`config.mk`:
```
export PLATFORM = sky130hd
export DESIGN_NAME = router_output_arbiter_flat
export DESIGN_NICKNAME = d
export VERILOG_FILES = /design/src/rtl/router_output_arbiter_if.sv /design/src/rtl/router_output_arbiter.sv /design/src/flat_wrapper.sv
export SDC_FILE = /design/constraint.sdc
export NUM_CORES = 1
export LEC_CHECK = 0
export ABC_AREA = 1
export BUFFER_PORTS_ARGS = -buffer_cell sky130_fd_sc_hd__buf_2
export CAP_MARGIN = 0
export CELL_PAD_IN_SITES_DETAIL_PLACEMENT = 0
export CELL_PAD_IN_SITES_GLOBAL_PLACEMENT = 1
export CORE_UTILIZATION = 30
export CTS_CLUSTER_DIAMETER = 200
export CTS_CLUSTER_SIZE = 25
export DETAILED_ROUTE_END_ITERATION = 10
export HOLD_SLACK_MARGIN = 0.12
export MAX_ROUTING_LAYER = met4
export PLACE_DENSITY = 0.88
export SLEW_MARGIN = 20
export SYNTH_ARGS = -nofsm -noshare
export SYNTH_HDL_FRONTEND = slang
export SYNTH_SLANG_ARGS = --single-unit
```
`constraint.sdc`:
```
create_clock -name clk -period 4.9 [get_ports clk]
set_input_delay 0.245 -clock clk [delete_from_list [all_inputs] [get_ports clk]]
set_output_delay 0.245 -clock clk [all_outputs]
set_load 0.005 [all_outputs]
```
`src/rtl/router_output_arbiter_if.sv`:
```
// Request and output-channel bundle for the router output arbiter.
// The slave side belongs to the arbiter; the master side drives requests.
interface router_output_arbiter_if #(
  parameter int NUM_REQ = 5,
  parameter int DATA_W  = 64
);
  logic [NUM_REQ-1:0]        req;
  logic [NUM_REQ-1:0]        req_vc;
  logic [NUM_REQ-1:0]        req_tail;
  logic [NUM_REQ*DATA_W-1:0] req_data;
  logic                      ch_blocked;
  logic [NUM_REQ-1:0]        grant;
  logic                      ch_valid;
  logic                      ch_vc;
  logic [DATA_W-1:0]         ch_data;

  modport master (
    output req, req_vc, req_tail, req_data,
    output ch_blocked,
    input  grant, ch_valid, ch_vc, ch_data
  );

  modport slave (
    input  req, req_vc, req_tail, req_data,
    input  ch_blocked,
    output grant, ch_valid, ch_vc, ch_data
  );
endinterface

```
`src/rtl/router_output_arbiter.sv`:
```
// Wormhole round-robin arbiter for one router output channel.
// Two VCs alternate by polarity, each with its own pointer and lock.
module router_output_arbiter #(
  parameter int NUM_REQ = 5,
  parameter int DATA_W  = 64
) (
  input  logic clk,
  input  logic reset,
  input  logic polarity,
  router_output_arbiter_if.slave arb
);
  localparam int PTR_W = (NUM_REQ > 1) ? $clog2(NUM_REQ) : 1;
  localparam logic [PTR_W-1:0] LAST = PTR_W'(NUM_REQ - 1);
  localparam logic [PTR_W:0] NREQ = (PTR_W+1)'(NUM_REQ);

  localparam logic [0:0] IDLE   = 1'b0;
  localparam logic [0:0] LOCKED = 1'b1;

  logic [1:0]            lock_q;
  logic [1:0][PTR_W-1:0] ptr_q;
  logic [1:0][PTR_W-1:0] own_q;

  logic                  ch_valid_q;
  logic                  ch_vc_q;
  logic [DATA_W-1:0]     ch_data_q;

  logic                  v;
  logic [NUM_REQ-1:0]    elig;
  logic [PTR_W-1:0]      ptr_v;
  logic [PTR_W-1:0]      own_v;
  logic                  lock_v;
  logic [PTR_W-1:0]      win;
  logic                  hit;
  logic [PTR_W:0]        sum;
  logic [PTR_W-1:0]      idx;
  logic                  tail_w;
  logic [PTR_W-1:0]      nxt;
  logic [DATA_W-1:0]     win_data;

  assign v      = polarity;
  assign elig   = arb.req & ~(arb.req_vc ^ {NUM_REQ{v}});
  assign ptr_v  = ptr_q[v];
  assign own_v  = own_q[v];
  assign lock_v = lock_q[v];

  // Descending scan so the last hit is the first port at/after ptr.
  always_comb begin
    hit = 1'b0;
    win = '0;
    sum = '0;
    idx = '0;
    if (lock_v == LOCKED) begin
      hit = elig[own_v];
      win = own_v;
    end else begin
      for (int k = NUM_REQ - 1; k >= 0; k--) begin
        sum = {1'b0, ptr_v} + (PTR_W+1)'(k);
        if (sum >= NREQ) sum = sum - NREQ;
        idx = sum[PTR_W-1:0];
        if (elig[idx]) begin
          hit = 1'b1;
          win = idx;
        end
      end
    end
    if (!reset || arb.ch_blocked) hit = 1'b0;
  end

  assign tail_w   = arb.req_tail[win];
  assign nxt      = (win == LAST) ? '0 : win + PTR_W'(1);
  assign win_data = arb.req_data[int'(win)*DATA_W +: DATA_W];

  assign arb.grant    = hit ? (NUM_REQ'(1) << win) : '0;
  assign arb.ch_valid = ch_valid_q;
  assign arb.ch_vc    = ch_vc_q;
  assign arb.ch_data  = ch_data_q;

  always_ff @(posedge clk or negedge reset) begin
    if (!reset) begin
      ch_valid_q <= 1'b0;
      ch_vc_q    <= 1'b0;
      ch_data_q  <= '0;
      ptr_q      <= '0;
      own_q      <= '0;
      lock_q     <= {IDLE, IDLE};
    end else begin
      ch_valid_q <= hit;
      if (hit) begin
        ch_data_q <= win_data;
        ch_vc_q   <= v;
        if (tail_w) begin
          lock_q[v] <= IDLE;
          ptr_q[v]  <= nxt;
        end else begin
          lock_q[v] <= LOCKED;
          own_q[v]  <= win;
        end
      end
    end
  end
endmodule

```
`src/flat_wrapper.sv`:
```
// flat-port wrapper written by rule: the top's interface ports become plain ports
module router_output_arbiter_flat 
#(
  parameter int NUM_REQ = 5,
  parameter int DATA_W  = 64
)
  (clk, reset, polarity, arb_req, arb_req_vc, arb_req_tail, arb_req_data, arb_ch_blocked, arb_grant, arb_ch_valid, arb_ch_vc, arb_ch_data);
  router_output_arbiter_if #(.NUM_REQ(NUM_REQ), .DATA_W(DATA_W)) arb_i ();
  input  logic clk;
  input  logic reset;
  input  logic polarity;
  input wire logic [$bits(arb_i.req)-1:0] arb_req;
  input wire logic [$bits(arb_i.req_vc)-1:0] arb_req_vc;
  input wire logic [$bits(arb_i.req_tail)-1:0] arb_req_tail;
  input wire logic [$bits(arb_i.req_data)-1:0] arb_req_data;
  input wire logic [$bits(arb_i.ch_blocked)-1:0] arb_ch_blocked;
  output wire logic [$bits(arb_i.grant)-1:0] arb_grant;
  output wire logic [$bits(arb_i.ch_valid)-1:0] arb_ch_valid;
  output wire logic [$bits(arb_i.ch_vc)-1:0] arb_ch_vc;
  output wire logic [$bits(arb_i.ch_data)-1:0] arb_ch_data;
  assign arb_i.req = arb_req;
  assign arb_i.req_vc = arb_req_vc;
  assign arb_i.req_tail = arb_req_tail;
  assign arb_i.req_data = arb_req_data;
  assign arb_i.ch_blocked = arb_ch_blocked;
  assign arb_grant = arb_i.grant;
  assign arb_ch_valid = arb_i.ch_valid;
  assign arb_ch_vc = arb_i.ch_vc;
  assign arb_ch_data = arb_i.ch_data;
  router_output_arbiter #(.NUM_REQ(NUM_REQ), .DATA_W(DATA_W)) u_core (.clk(clk), .reset(reset), .polarity(polarity), .arb(arb_i));
endmodule
```
# After elaboration in Yosys (flattened, before gate mapping)
# Index checks and enable logic that the tools add are counted.
# Widths: inputs -> output; s select.
# op_classes
add_sub_neg,10
order_cmp,14
eq_ne,1
n_shift,2
muxes,52
bitwise,7
n_reduce_logical,5
# op_table
op,n
$shiftx 320x10->64,1
$mux 3,22
$lt 3x4->1 const B,7
$bmux 1 s3,7
$mux 1,17
$ge 4x3->1 const B,4
$sub 3x3->3 const B,5
$bwmux 6,2
$add 3x2->4 const B,2
$and 5x5->5,1
$mux 5,1
$not 5->5,1
$shl 1x3->5 const A,1
$xor 5x5->5,1
$add 3x1->4 const B,1
$add 3x3->4 const B,1
$reduce_and 2->1,2
$add 3x1->3 const B,1
$demux 3 s1,1
$eq 3x3->1 const B,1
$ge 3x3->1 const B,1
$and 2x2->2,1
$lt 1x2->1 const B,1
$mux 2,1
other kinds (8),8
# word_totals
reg_bits,80
input_bits,339
output_inout_bits,71
elab_cells,99

# Depth between registers and ports, before layout
# Gate-level depths: netlist of run 1.
# logic_depth
depth_word,18
depth_mapped,30
depth_no_buf,29

# Least setup slack after synthesis of run 1
# Ideal clock, no wire load.
# synth_path
kind,register to register
startpoint,register u_core.ptr_q[1] in the netlist's numbering
endpoint,register u_core.ptr_q[2] in the netlist's numbering
setup_time_ns,0.067
arrival_time_ns,3.430
required_time_ns,4.833
slack_ns,1.403
path_stages_with_launch,26
path_buffers,2
synth_period_minus_slack_ns,3.497
path_cell_list,dfrtp_1 o21ai_0 ha_1 nand2_1 nand3_2 o21ai_1 inv_1 nand3_1 nand2_1 nand2_1 nand2_1 nor2_1 nand2_1 nand2_1 nand2_1 nand2_1 nand2_1 nand2_2 buf_2 buf_2 inv_1 ha_1 ha_1 nor2_1 nand4_1 nand2_1
# synth_between
elab_chain_len,17
word_cells_on_any_way,56
classes_between,add/sub (10); order compare (5); eq/ne (1); mux (39); reduce/logical (1)
# synth_rtl
element,line,text
"start, declared",router_output_arbiter.sv:20,logic [1:0][PTR_W-1:0] ptr_q;
"start signal, assigned by index",router_output_arbiter.sv:93,ptr_q[v] <= nxt;
$mux 3 (implied by the code) * (2 in series),router_output_arbiter.sv:42,assign ptr_v = ptr_q[v];
$add 3x3->4,router_output_arbiter.sv:57,"sum = {1'b0, ptr_v} + (PTR_W+1)'(k);"
$ge 4x3->1 or $sub 3x3->3 (tied branches),router_output_arbiter.sv:58,if (sum >= NREQ) sum = sum - NREQ;
$mux 3,router_output_arbiter.sv:58,
$mux 3,router_output_arbiter.sv:52,if (lock_v == LOCKED) begin
$bmux 1 s3,router_output_arbiter.sv:60,if (elig[idx]) begin
$mux 1 (implied by the code),router_output_arbiter.sv:60,
$mux 3 (4 in series),router_output_arbiter.sv:60,
$mux 3 *,router_output_arbiter.sv:60,
$mux 3 *,router_output_arbiter.sv:52,
named net u_core.win[0],router_output_arbiter.sv:32,logic [PTR_W-1:0] win;
$add 3x1->3 (tied with other cells),router_output_arbiter.sv:70,assign nxt = (win == LAST) ? '0 : win + PTR_W'(1);
$mux 3 or $mux 1 (tied branches),"router_output_arbiter.sv:70, router_output_arbiter.sv:69",
$bwmux 6 or $reduce_and 2->1 (tied branches),-,
# Mark *: on every way through the listed nets, which the timed path passes. The rest lies on a longest branch. The select of a mux whose other input is x is not followed.
# A chain may end at the register's enable or synchronous reset.

# Final worst setup path of run 1
# layout_path
startpoint,register u_core.ptr_q[1] in the netlist's numbering
endpoint,output port arb_grant[3]
# layout_between
elab_chain_len,16
word_cells_on_any_way,51
classes_between,add/sub (9); order compare (5); shift (1); mux (36)
# layout_rtl
element,line,text
$mux 3 (implied by the code) * (2 in series),router_output_arbiter.sv:42,
$add 3x3->4,router_output_arbiter.sv:57,
$ge 4x3->1 or $sub 3x3->3 (tied branches),router_output_arbiter.sv:58,
$mux 3,router_output_arbiter.sv:58,
$mux 3,router_output_arbiter.sv:52,
$bmux 1 s3,router_output_arbiter.sv:60,
$mux 1 (implied by the code),router_output_arbiter.sv:60,
$mux 3 (4 in series),router_output_arbiter.sv:60,
$mux 3 *,router_output_arbiter.sv:60,
$mux 3 *,router_output_arbiter.sv:52,
named net u_core.win[0],router_output_arbiter.sv:32,
$shl 1x3->5 *,router_output_arbiter.sv:73,assign arb.grant = hit ? (NUM_REQ'(1) << win) : '0;
$mux 5 *,router_output_arbiter.sv:73,
"end, declared",flat_wrapper.sv:17,output wire logic [$bits(arb_i.grant)-1:0] arb_grant;
# Marked as above.

==> qor.csv, run 1 <==
metric,value,unit
CP max stage delay,0.57,ns
Worst Max-Slew Pin Slew,0.964,ns
height of the die,161,um
# Max-Cap Violations,0,
vias in the first global route,8701,
final max-slew violation count,0,
Hold Path Class,in -> reg,
FF+latch area,2000,um2
clock slew at reported path FFs,0.07,ns
detailed placement HPWL,23.8,mm
most used flip-flop cell after synthesis,dfrtp_1,
nets,2005,
cell taking the most area after synthesis,dfrtp_1,
CP Buf/Inv Count,4,
Critical Path RT,4.66,ns
via/cell ratio,4.66,
Yosys Warn Count,0,
H-tree depth,3,
DP Worst Slack,0.705,ns
core region area,24500,um2
CTS tree,built,
first-pass GRT wire length,47.0,mm
CP startpoint kind,flop,
DR DRC count,0,
power density over the cells,750,nW/um2
TritonCTS buffer count,9,
met2 wire length,15.3,mm
Relative slew margins,35.7,%
Synth Instances,1291,
CTS Root Buffer Type,clkbuf_16,
Port Buffers,409,
Die Area,25900,um2
initial antenna violation count,6,
final wirelength,30.5,mm
Clock Sinks,80,
"Cell Area, Synth",7580,um2
cell row count,57,
met1 WL,13.1,mm
Synth Register Bits,80,
Final setup viols,0,
drt pass-1 iters,5,
"count leader, synth",nand2_1,
sequential share of the synthesized area,26.4,%
RSZ-0062 raised after global routing,false,
Filler cells,2744,
total track usage,23.8,%
Die Span X,161,um
IO Pins,410,
Worst EP arrival,4.18,ns
fin crit period,4.42,ns
clock buffer depth,2,
CP max-delay cell,o21ai_0,
"Setup Fix Bufs, Post-CTS",0,
Netlist cell types,37,
Routed WL per cell,15.3,um
worst skew pair latency,0.35,ns
Max VDD drop,747,uV
setup tns final,0,ns
Critical Path Sink Type,output pin,
area growth from synthesis to layout,34.1,%
initial core utilization,30.9,%
"critical path fanouts, max",51,
Vias,9277,
status,completed,
"EDFF count, synth",0,
global route overflow,0,
Mapped Nets,1642,
met3 WL,1.46,mm
setup slack after layout,0.477,ns
Commonest cells post-synth,"nand2_1 (384), inv_1 (225), nor2_1 (213)",
period utilization,90.3,%
global placer's final weighted congestion,1.01,
Top Layer Used,met4,
Routed Antenna Nets,0,
mean post-synth cell area,5.88,um2
initial detailed-routing violation count,601,
cell family with most CP delay,simple AND/OR/NAND/NOR gates,
Area contributors post-synth,"dfrtp_1 (26%), nand2_1 (19%), o211ai_1 (13%)",
Max Fclk,226,MHz
final hold vios,0,
P_leak,6.11,nW
largest net degree at the start of global routing,122,
layout cells sized above 1,28.1,%
Clock Skew,0.0119,ns
Finished Core Util,41.5,%
CP cell instances,o21ai_0 -> ha_1 -> nand2_1 -> nand3_2 -> o21ai_1 -> inv_1 -> nand3_1 -> nand2_1 -> nand2_1 -> nand2_1 -> nor2_1 -> nand2_1 -> nand2_1 -> nand2_1 -> nand2_1 -> nand2_1 -> nand2_8 -> inv_1 -> ha_1 -> ha_1 -> inv_1 -> nor2_1 -> buf_2,
Multi-input gate area,4370,um2
CP Class,reg -> out,
"most used cell, CP",nand2_1,
"Async S/R FF share, synth",100,%
share of the synthesized area in the top cell type,26.4,%
==> per-layer routing <==
| layer | vias to the layer above | global-route usage (%) |
|---|---|---|
| met5 | - | - |
| met4 | 0 | 7.29 |
| met3 | 35 | 3.98 |
| met2 | 281 | 39.5 |
| met1 | 4185 | 29.6 |
| li1 | 4776 | - |
==> tightest hold or removal path, stage by stage <==
cell and delay, ns:
buf_2 0.09, inv_1 0.04, nor2_1 0.03, nor2_1 0.07
a21oi_1 0.07
==> final cells by class <==
cell class	count	share of cell area (%)
Antenna cell	6	0.148
Clock buffer	9	2.21
Clock inverter	7	0.603
Inverter	231	8.52
Multi-Input combinational cell	908	43.0
Sequential cell	80	19.7
Tap cell	324	3.98
Timing Repair Buffer	424	21.9
==> worst paths after layout <==
path / start / endpoint / slack, ns / depth (start not counted)
max: u_core.ptr_q[1]$_DFFE_PN0P_ / arb_grant[3] / 0.48 / 23
min: arb_req_data[300] / u_core.arb.ch_data[44]$_DFFE_PN0P_ / 0.24 / 5
max reg2reg: u_core.ptr_q[1]$_DFFE_PN0P_ / u_core.ptr_q[5]$_DFFE_PN0P_ / 0.79 / 23
min reg2reg: u_core.own_q[3]$_DFFE_PN0P_ / u_core.own_q[3]$_DFFE_PN0P_ / 0.48 / 2
max in group asynchronous: reset / u_core.arb.ch_data[34]$_DFFE_PN0P_ / 3.43 / 3
min in group asynchronous: reset / u_core.arb.ch_data[15]$_DFFE_PN0P_ / 0.29 / 2
==> registers in the layout, indices dropped and copies added (netlist names), named ones only <==
name                 cells
u_core.arb.ch_vc         1
u_core.ptr_q             6
u_core.arb.ch_valid      1
u_core.arb.ch_data      64
u_core.own_q             6
==> metrics by stage <==
step	power (mW)	cell area, um2	hold WS [ns]	instances
2_1_floorplan	5.43	7580	-0.0506	1291
6_report	7.63	10200	0.239	1989
3_5_place_dp	6.97	9860	0.0968	1966
3_3_place_gp	6.92	9860	0.0981	1966
5_1_grt	8.52	10200	0.243	1989
4_1_cts	7.69	10200	0.222	1983
==> repair_timing <==
item | 4_1_cts | 5_1_grt
endpoints found under the hold margin | 10 | 0
hold buffers | 1 | 0
resized for setup | 0 | 0
==> layout by cell type (no fill, tap or decap), types with 2 or more instances in the layout <==
master and count:
inv_6 3, inv_2 7, o21ai_1 5, inv_8 2, buf_2 408, o211ai_1 129
a21oi_1 73, buf_12 5, ha_1 12, nor3_1 2, inv_1 223, clkbuf_16 9
or2_2 2, buf_4 10, nand4_1 12, nand2_2 4, o21ai_0 11, dfrtp_1 80
nand3_1 37, nand3_2 5, a21oi_4 2, nor4_1 2, nand2_1 383, diode_2 6
nor2_1 213
==> report_power, final <==
part	internal (mW)	switching, mW	total (mW)
combinational	2.00	3.78	5.78
clock	0.356	0.324	0.680
sequential	0.993	0.181	1.17
total	3.35	4.28	7.63
==> cells by family after synthesis <==
kind of cell,after synthesis,share of synthesized area [%]
muxes,1,0.132
AOI/OAI and AO/OA,226,19.6
xor gates and xnor gates,3,0.445
DFF,80,26.4
adders and majority gates,12,1.98
and+or+nand+nor,666,35.1
buffers and inverters,303,16.4
No activity file was read; power rests on OpenSTA's default activity.
==> run 2, diff against run 1 <==
--- a/config.mk
+++ b/config.mk
@@ -10,6 +10,7 @@
 export CAP_MARGIN = 0
 export CELL_PAD_IN_SITES_DETAIL_PLACEMENT = 0
 export CELL_PAD_IN_SITES_GLOBAL_PLACEMENT = 1
+export CORE_ASPECT_RATIO = 0.75
 export CORE_UTILIZATION = 30
 export CTS_CLUSTER_DIAMETER = 200
 export CTS_CLUSTER_SIZE = 25
==> run 2 against run 1 <==
- register-to-register slack got worse by 0.11 ns
- critical path depth unchanged
- first-iteration DRC count decreased by 18%
- die area about the same
- sequential share of layout area about the same
==> qor.csv, run 2 (synthesis results as in run 1) <==
metric,value,unit,change
initial core utilization,31.1,%,was 30.9%
initial detailed-routing violation count,490,,was 601
P_leak,6.11,nW,about the same
met3 usage,4.27,%,was 3.98%
clock buffer depth,2,,unchanged
area growth from synthesis to layout,34.2,%,was 34.1%
cell row count,49,,was 57
vias in the first global route,8450,,was 8701
worst skew pair latency,0.34,ns,was 0.35 ns
height of the die,140,um,was 161 um
Final setup viols,0,,unchanged
Worst EP arrival,4.26,ns,was 4.18 ns
Filler cells,2774,,was 2744
RSZ-0062 raised after global routing,false,,unchanged
GR peak layer,met2,,unchanged
via/cell ratio,4.67,,was 4.66
max FFs per register,64,,unchanged
total track usage,24.0,%,was 23.8%
Multi-input gate area,4380,um2,was 4370 um2
global placer's final weighted congestion,0.940,,was 1.01
detailed placement HPWL,24.5,mm,was 23.8 mm
TritonCTS buffer count,9,,unchanged
H-tree depth,3,,unchanged
Port Buffers,409,,unchanged
Clock Skew,0.0109,ns,was 0.0119 ns
final max-slew violation count,0,,unchanged
Vias,9320,,was 9277
CP startpoint kind,flop,,unchanged
Max Fclk,222,MHz,was 226 MHz
# Max-Cap Violations,0,,unchanged
grt met2 use,37.8,%,was 39.5%
final wirelength,31.1,mm,was 30.5 mm
fin crit period,4.50,ns,was 4.42 ns
Routed WL per cell,15.6,um,was 15.3 um
Die Span X,186,um,was 161 um
Relative slew margins,28.7,%,was 35.7%
Worst Max-Slew Pin Slew,1.07,ns,was 0.964 ns
Max VDD drop,409,uV,was 747 uV
core region area,24400,um2,was 24500 um2
Critical Path Sink Type,output pin,,unchanged
Clock Sinks,80,,unchanged
"critical path fanouts, max",49,,was 51
nets,2005,,unchanged
setup tns final,0,ns,unchanged
first-pass GRT wire length,46.5,mm,was 47.0 mm
post_cts resized,0,,unchanged
"commonest non-fill, non-tap cells in the layout","buf_2 (408), nand2_1 (383), inv_1 (223)",,unchanged
grt met1 use,31.8,%,was 29.6%
Hold Path Class,in -> reg,,unchanged
IO Pins,410,,unchanged
layout cells sized above 1,28.0,%,was 28.1%
"commonest non-fill, non-tap cell in the layout",buf_2,,unchanged
power density over the cells,760,nW/um2,was 750 nW/um2
clock slew at reported path FFs,0.07,ns,about the same
FF+latch area,2000,um2,unchanged
Routed Antenna Nets,0,,unchanged
CTS Root Buffer Type,clkbuf_16,,unchanged
Tot Pwr,7.73,mW,was 7.63 mW
initial antenna violation count,5,,was 6
final hold vios,0,,unchanged
DR DRC count,0,,unchanged
Die Area,25900,um2,about the same
status,completed,,unchanged
global route overflow,0,,unchanged
drt pass-1 iters,5,,unchanged
CTS tree,built,,unchanged
Critical Path RT,4.66,ns,about the same
period utilization,91.8,%,was 90.3%
CP Class,reg -> out,,unchanged
largest net degree at the start of global routing,98,,was 122
[run 2: cell types whose count changed in the layout (fill, tap and decap cells not counted), sizes merged]
cell	previous run	this run
diode	6	5
clkinvlp	1	0
bufinv	0	1
clkinv	2	5
inv	235	230
clkbuf	9	11
[run 2: final cells by class]
class	instances	area share (%)
inverters	231	8.52
repair buffers	424	21.8
well taps	331	4.07
clock buffers	11	2.29
flip-flops and latches	80	19.7
multi-input cells	908	43.0
clock inverters	5	0.566
diodes	5	0.123
[run 2: worst max-delay path: stages, from the launching register on]
cell,delay [ns]
dfrtp_1,0.39
o21ai_0,0.59
ha_1,0.37
nand2_1,0.08
nand3_2,0.14
o21ai_1,0.28
inv_1,0.10
nand3_1,0.09
nand2_1,0.05
nand2_1,0.07
nand2_1,0.11
nor2_1,0.12
nand2_1,0.05
nand2_1,0.05
nand2_1,0.05
nand2_1,0.05
nand2_1,0.15
nand2_8,0.31
inv_1,0.17
ha_1,0.21
ha_1,0.18
inv_1,0.10
nor2_1,0.07
buf_2,0.14
[run 2: repair_timing]
action | in CTS | in global routing
endpoints found under the hold margin | 38 | 0
hold buffers | 1 | 0
setup buffers | 0 | 0
[run 2: worst paths after layout]
kind                                        startpoint                            endpoint  slack, ns  cells past startpoint
max                        u_core.ptr_q[1]$_DFFE_PN0P_                        arb_grant[3]       0.40                     23
min                                  arb_req_data[312]  u_core.arb.ch_data[56]$_DFFE_PN0P_       0.25                      5
max reg2reg                u_core.ptr_q[1]$_DFFE_PN0P_                                flop       0.68                     20
min reg2reg                u_core.own_q[3]$_DFFE_PN0P_         u_core.own_q[3]$_DFFE_PN0P_       0.48                      2
max in group asynchronous                        reset  u_core.arb.ch_data[62]$_DFFE_PN0P_       3.42                      3
min in group asynchronous                        reset  u_core.arb.ch_data[10]$_DFFE_PN0P_       0.42                      2
[run 2: report_power, final]
part / switching [mW] / leakage (nW) / internal (mW)
Clock: 0.289 / 0.143 / 0.396
Sequential: 0.183 / 0.916 / 0.994
Combinational: 3.87 / 5.05 / 2.00
Total: 4.34 / 6.11 / 3.39
[run 2: per-layer routing]
| layer | vias to the layer above | wire length [um] |
|---|---|---|
| met3 | 25 | 2100 |
| met2 | 313 | 14700 |
| li1 | 4777 | - |
| met1 | 4205 | 13900 |
| met4 | 0 | 444 |
| met5 | - | 0 |
[run 2: per-stage QoR]
stage / util, % / worst slack [ns] / hold WS (ns) / area, um2 / cells
final: 41.7 / 0.400 / 0.248 / 10200 / 1995
after global routing: 41.7 / 0.0273 / 0.256 / 10200 / 1995
after CTS: 41.7 / 0.404 / 0.229 / 10200 / 1990
after detailed placement: 40.4 / 0.640 / 0.266 / 9860 / 1973
after global placement: 40.4 / 0.581 / 0.266 / 9860 / 1973
after floorplan: - / 1.40 / -0.0506 / 7580 / 1291
==> run 3, diff against run 2 <==
--- a/config.mk
+++ b/config.mk
@@ -11,6 +11,7 @@
 export CELL_PAD_IN_SITES_DETAIL_PLACEMENT = 0
 export CELL_PAD_IN_SITES_GLOBAL_PLACEMENT = 1
 export CORE_ASPECT_RATIO = 0.75
+export CORE_MARGIN = 3
 export CORE_UTILIZATION = 30
 export CTS_CLUSTER_DIAMETER = 200
 export CTS_CLUSTER_SIZE = 25
@@ -18,6 +19,7 @@
 export HOLD_SLACK_MARGIN = 0.12
 export MAX_ROUTING_LAYER = met4
 export PLACE_DENSITY = 0.88
+export SETUP_SLACK_MARGIN = 0.4
 export SLEW_MARGIN = 20
 export SYNTH_ARGS = -nofsm -noshare
 export SYNTH_HDL_FRONTEND = slang
==> run 3 against run 2 <==
- clock skew up 0.0094 ns
- global-route usage is 1.3 points lower
- largest cell class unchanged
- clock-buffer cell count shrank 2
- via count down 0.21%
- total power rose by 1.5%
- design area up 0.68%
==> qor.csv, run 3 (synthesis results as in run 1) <==
metric,value,unit,change
status,completed,,unchanged
Final setup viols,0,,unchanged
Port Buffers,409,,unchanged
global route overflow,0,,unchanged
TritonCTS buffer count,9,,unchanged
power density over the cells,767,nW/um2,was 760 nW/um2
fin crit period,4.18,ns,was 4.50 ns
"commonest non-fill, non-tap cells in the layout","buf_2 (408), nand2_1 (383), inv_1 (223)",,unchanged
IO Pins,410,,unchanged
final hold vios,0,,unchanged
Layout Cells excl Fill,2002,,was 1995
Vias,9300,,was 9320
"critical path fanouts, max",24,,was 49
Filler cells,2718,,was 2774
max FFs per register,64,,unchanged
Die Span X,190,um,was 186 um
Multi-input gate area,4390,um2,was 4380 um2
"commonest non-fill, non-tap cell in the layout",buf_2,,unchanged
layout cells sized above 1,28.5,%,was 28.0%
global placer's final weighted congestion,0.904,,was 0.940
largest net degree at the start of global routing,121,,was 98
Pint,3.40,mW,was 3.39 mW
CTS tree,built,,unchanged
"most used cell, CP",nand2_1,,unchanged
drt pass-1 iters,5,,unchanged
Die Area,27200,um2,was 25900 um2
CP Class,reg -> out,,unchanged
setup tns final,0,ns,unchanged
worst hold margin,0.238,ns,was 0.248 ns
nets,2010,,was 2005
Relative slew margins,54.2,%,was 28.7%
Worst Max-Slew Pin Slew,0.680,ns,was 1.07 ns
Critical Path Sink Type,output pin,,unchanged
CP max-delay cell,ha_2,,was o21ai_0
Max Fclk,239,MHz,was 222 MHz
sw frac,56.7,%,was 56.1%
clock power share,8.6,%,was 8.9%
clock slew at reported path FFs,0.08,ns,was 0.07 ns
Hold Path Class,in -> reg,,unchanged
P_sw,4.45,mW,was 4.34 mW
total track usage,22.7,%,was 24.0%
height of the die,144,um,was 140 um
Worst EP arrival,3.94,ns,was 4.26 ns
Comb pwr share,76.4,%,was 75.9%
initial antenna violation count,6,,was 5
worst skew pair latency,0.35,ns,was 0.34 ns
CP Buf/Inv Count,5,,was 4
Max VDD drop,962,uV,was 409 uV
core region area,24400,um2,unchanged
final wirelength,32.1,mm,was 31.1 mm
area growth from synthesis to layout,35.1,%,was 34.2%
initial detailed-routing violation count,601,,was 490
period utilization,85.4,%,was 91.8%
CTS Root Buffer Type,clkbuf_16,,unchanged
H-tree depth,3,,unchanged
Sequential Power Share,15.0,%,was 15.2%
cell family with most CP delay,simple AND/OR/NAND/NOR gates,,unchanged
Critical Path RT,4.66,ns,about the same
detailed placement HPWL,25.2,mm,was 24.5 mm
Placement Cell Area,9900,um2,was 9860 um2
vias in the first global route,8598,,was 8450
DP Cell Count,1977,,was 1973
RSZ-0062 raised after global routing,false,,unchanged
final max-slew violation count,0,,unchanged
via/cell ratio,4.65,,was 4.67
CP cell instances,inv_1 -> nand2_1 -> nand2_1 -> ha_2 -> xor2_1 -> inv_1 -> nand2_1 -> nand2_1 -> nand2_1 -> nand2_1 -> a21oi_1 -> nand2_1 -> nand2_1 -> nand2_1 -> nand2_1 -> nand2_8 -> inv_1 -> ha_1 -> ha_1 -> inv_1 -> nor2_1 -> buf_2,,was o21ai_0 -> ha_1 -> nand2_1 -> nand3_2 -> o21ai_1 -> inv_1 -> nand3_1 -> nand2_1 -> nand2_1 -> nand2_1 -> nor2_1 -> nand2_1 -> nand2_1 -> nand2_1 -> nand2_1 -> nand2_1 -> nand2_8 -> inv_1 -> ha_1 -> ha_1 -> inv_1 -> nor2_1 -> buf_2
Clock Sinks,80,,unchanged
CP max stage delay,0.51,ns,was 0.59 ns
P_leak,6.14,nW,was 6.11 nW
clock buffer depth,2,,unchanged
CP startpoint kind,flop,,unchanged
FF+latch area,2000,um2,unchanged
Clock Skew,0.0203,ns,was 0.0109 ns
# Max-Cap Violations,0,,unchanged
first-pass GRT wire length,47.2,mm,was 46.5 mm
DR DRC count,0,,unchanged
initial core utilization,31.1,%,unchanged
Routed WL per cell,16.1,um,was 15.6 um
cell row count,49,,unchanged
Routed Antenna Nets,0,,unchanged
post-route cell area,10200,um2,about the same
## run 3: cell types whose count changed in the layout (fill, tap and decap cells not counted), moves of 2 or more
cell / before / now
buf_4: 11 / 14
clkbuf_1: 2 / 0
clkinv_4: 2 / 0
diode_2: 5 / 7
inv_6: 0 / 3
inv_8: 0 / 2
o21ai_1: 5 / 3
o21ai_2: 1 / 4
## run 3: power by group through the flow
stage,Combinational (mW),Clock (mW),Sequential (mW)
global placement,5.87,0,1.17
floorplan,4.24,0,1.18
detailed placement,5.94,0,1.18
CTS,5.95,0.692,1.17
finish,6.00,0.676,1.18
global route,6.80,0.724,1.22
## run 3: metrics by stage
| step | setup WS, ns | power, mW | util [%] |
|---|---|---|---|
| 2_1_floorplan | 1.40 | 5.43 | - |
| 3_3_place_gp | 0.766 | 7.04 | 40.6 |
| 3_5_place_dp | 0.785 | 7.12 | 40.6 |
| 4_1_cts | 0.548 | 7.82 | 41.8 |
| 5_1_grt | 0.418 | 8.75 | 42.0 |
| 6_report | 0.716 | 7.85 | 42.0 |
## run 3: worst register-to-register path: stages (launching register included)
cell	delay, ns
dfrtp_1	0.42
inv_1	0.06
nand2_1	0.07
nand2_1	0.24
ha_2	0.52
xor2_1	0.31
inv_1	0.10
nand2_1	0.08
nand2_1	0.04
nand2_1	0.07
nand2_1	0.13
a21oi_1	0.16
nand2_1	0.08
nand2_1	0.06
nand2_1	0.10
a21oi_4	0.17
buf_4	0.26
buf_4	0.40
o211ai_1	0.28
nand2_1	0.10
nand2_1	0.05
a21oi_1	0.12
## run 3: layout make-up
cell class | count | share of cell area, %
inverters | 231 | 8.46
diodes | 7 | 0.171
repair buffers | 429 | 22.2
well taps | 331 | 4.04
clock buffers | 9 | 2.20
flip-flops and latches | 80 | 19.5
clock inverters | 7 | 0.598
multi-input cells | 908 | 42.8
## run 3: routing by layer
| layer | track usage (%) | vias up | wire [um] |
|---|---|---|---|
| li1 | - | 4795 | - |
| met1 | 30.3 | 4173 | 14500 |
| met2 | 35.9 | 312 | 15000 |
| met3 | 4.80 | 20 | 2260 |
| met4 | 4.55 | 0 | 382 |
| met5 | - | - | 0 |
## run 3: worst paths after layout
kind	startpoint	end	slack, ns	cells after the start
setup reg to reg	u_core.ptr_q[3]$_DFFE_PN0P_	u_core.arb.ch_data[21]$_DFFE_PN0P_	1.02	21
min in group asynchronous	reset	u_core.arb.ch_data[8]$_DFFE_PN0P_	0.40	2
max in group asynchronous	reset	u_core.arb.ch_data[16]$_DFFE_PN0P_	3.42	3
hold reg to reg	u_core.own_q[5]$_DFFE_PN0P_	u_core.own_q[5]$_DFFE_PN0P_	0.48	2
setup / recovery	u_core.ptr_q[3]$_DFFE_PN0P_	arb_grant[3]	0.72	22
hold / removal	arb_req_data[311]	u_core.arb.ch_data[55]$_DFFE_PN0P_	0.24	5
## run 3: repair_timing
action	4_1_cts	5_1_grt
gates resized for setup	0	6
setup buffers	0	0
endpoints found under the hold margin	31	0
setup endpoints to repair	0	6
hold buffers	1	0
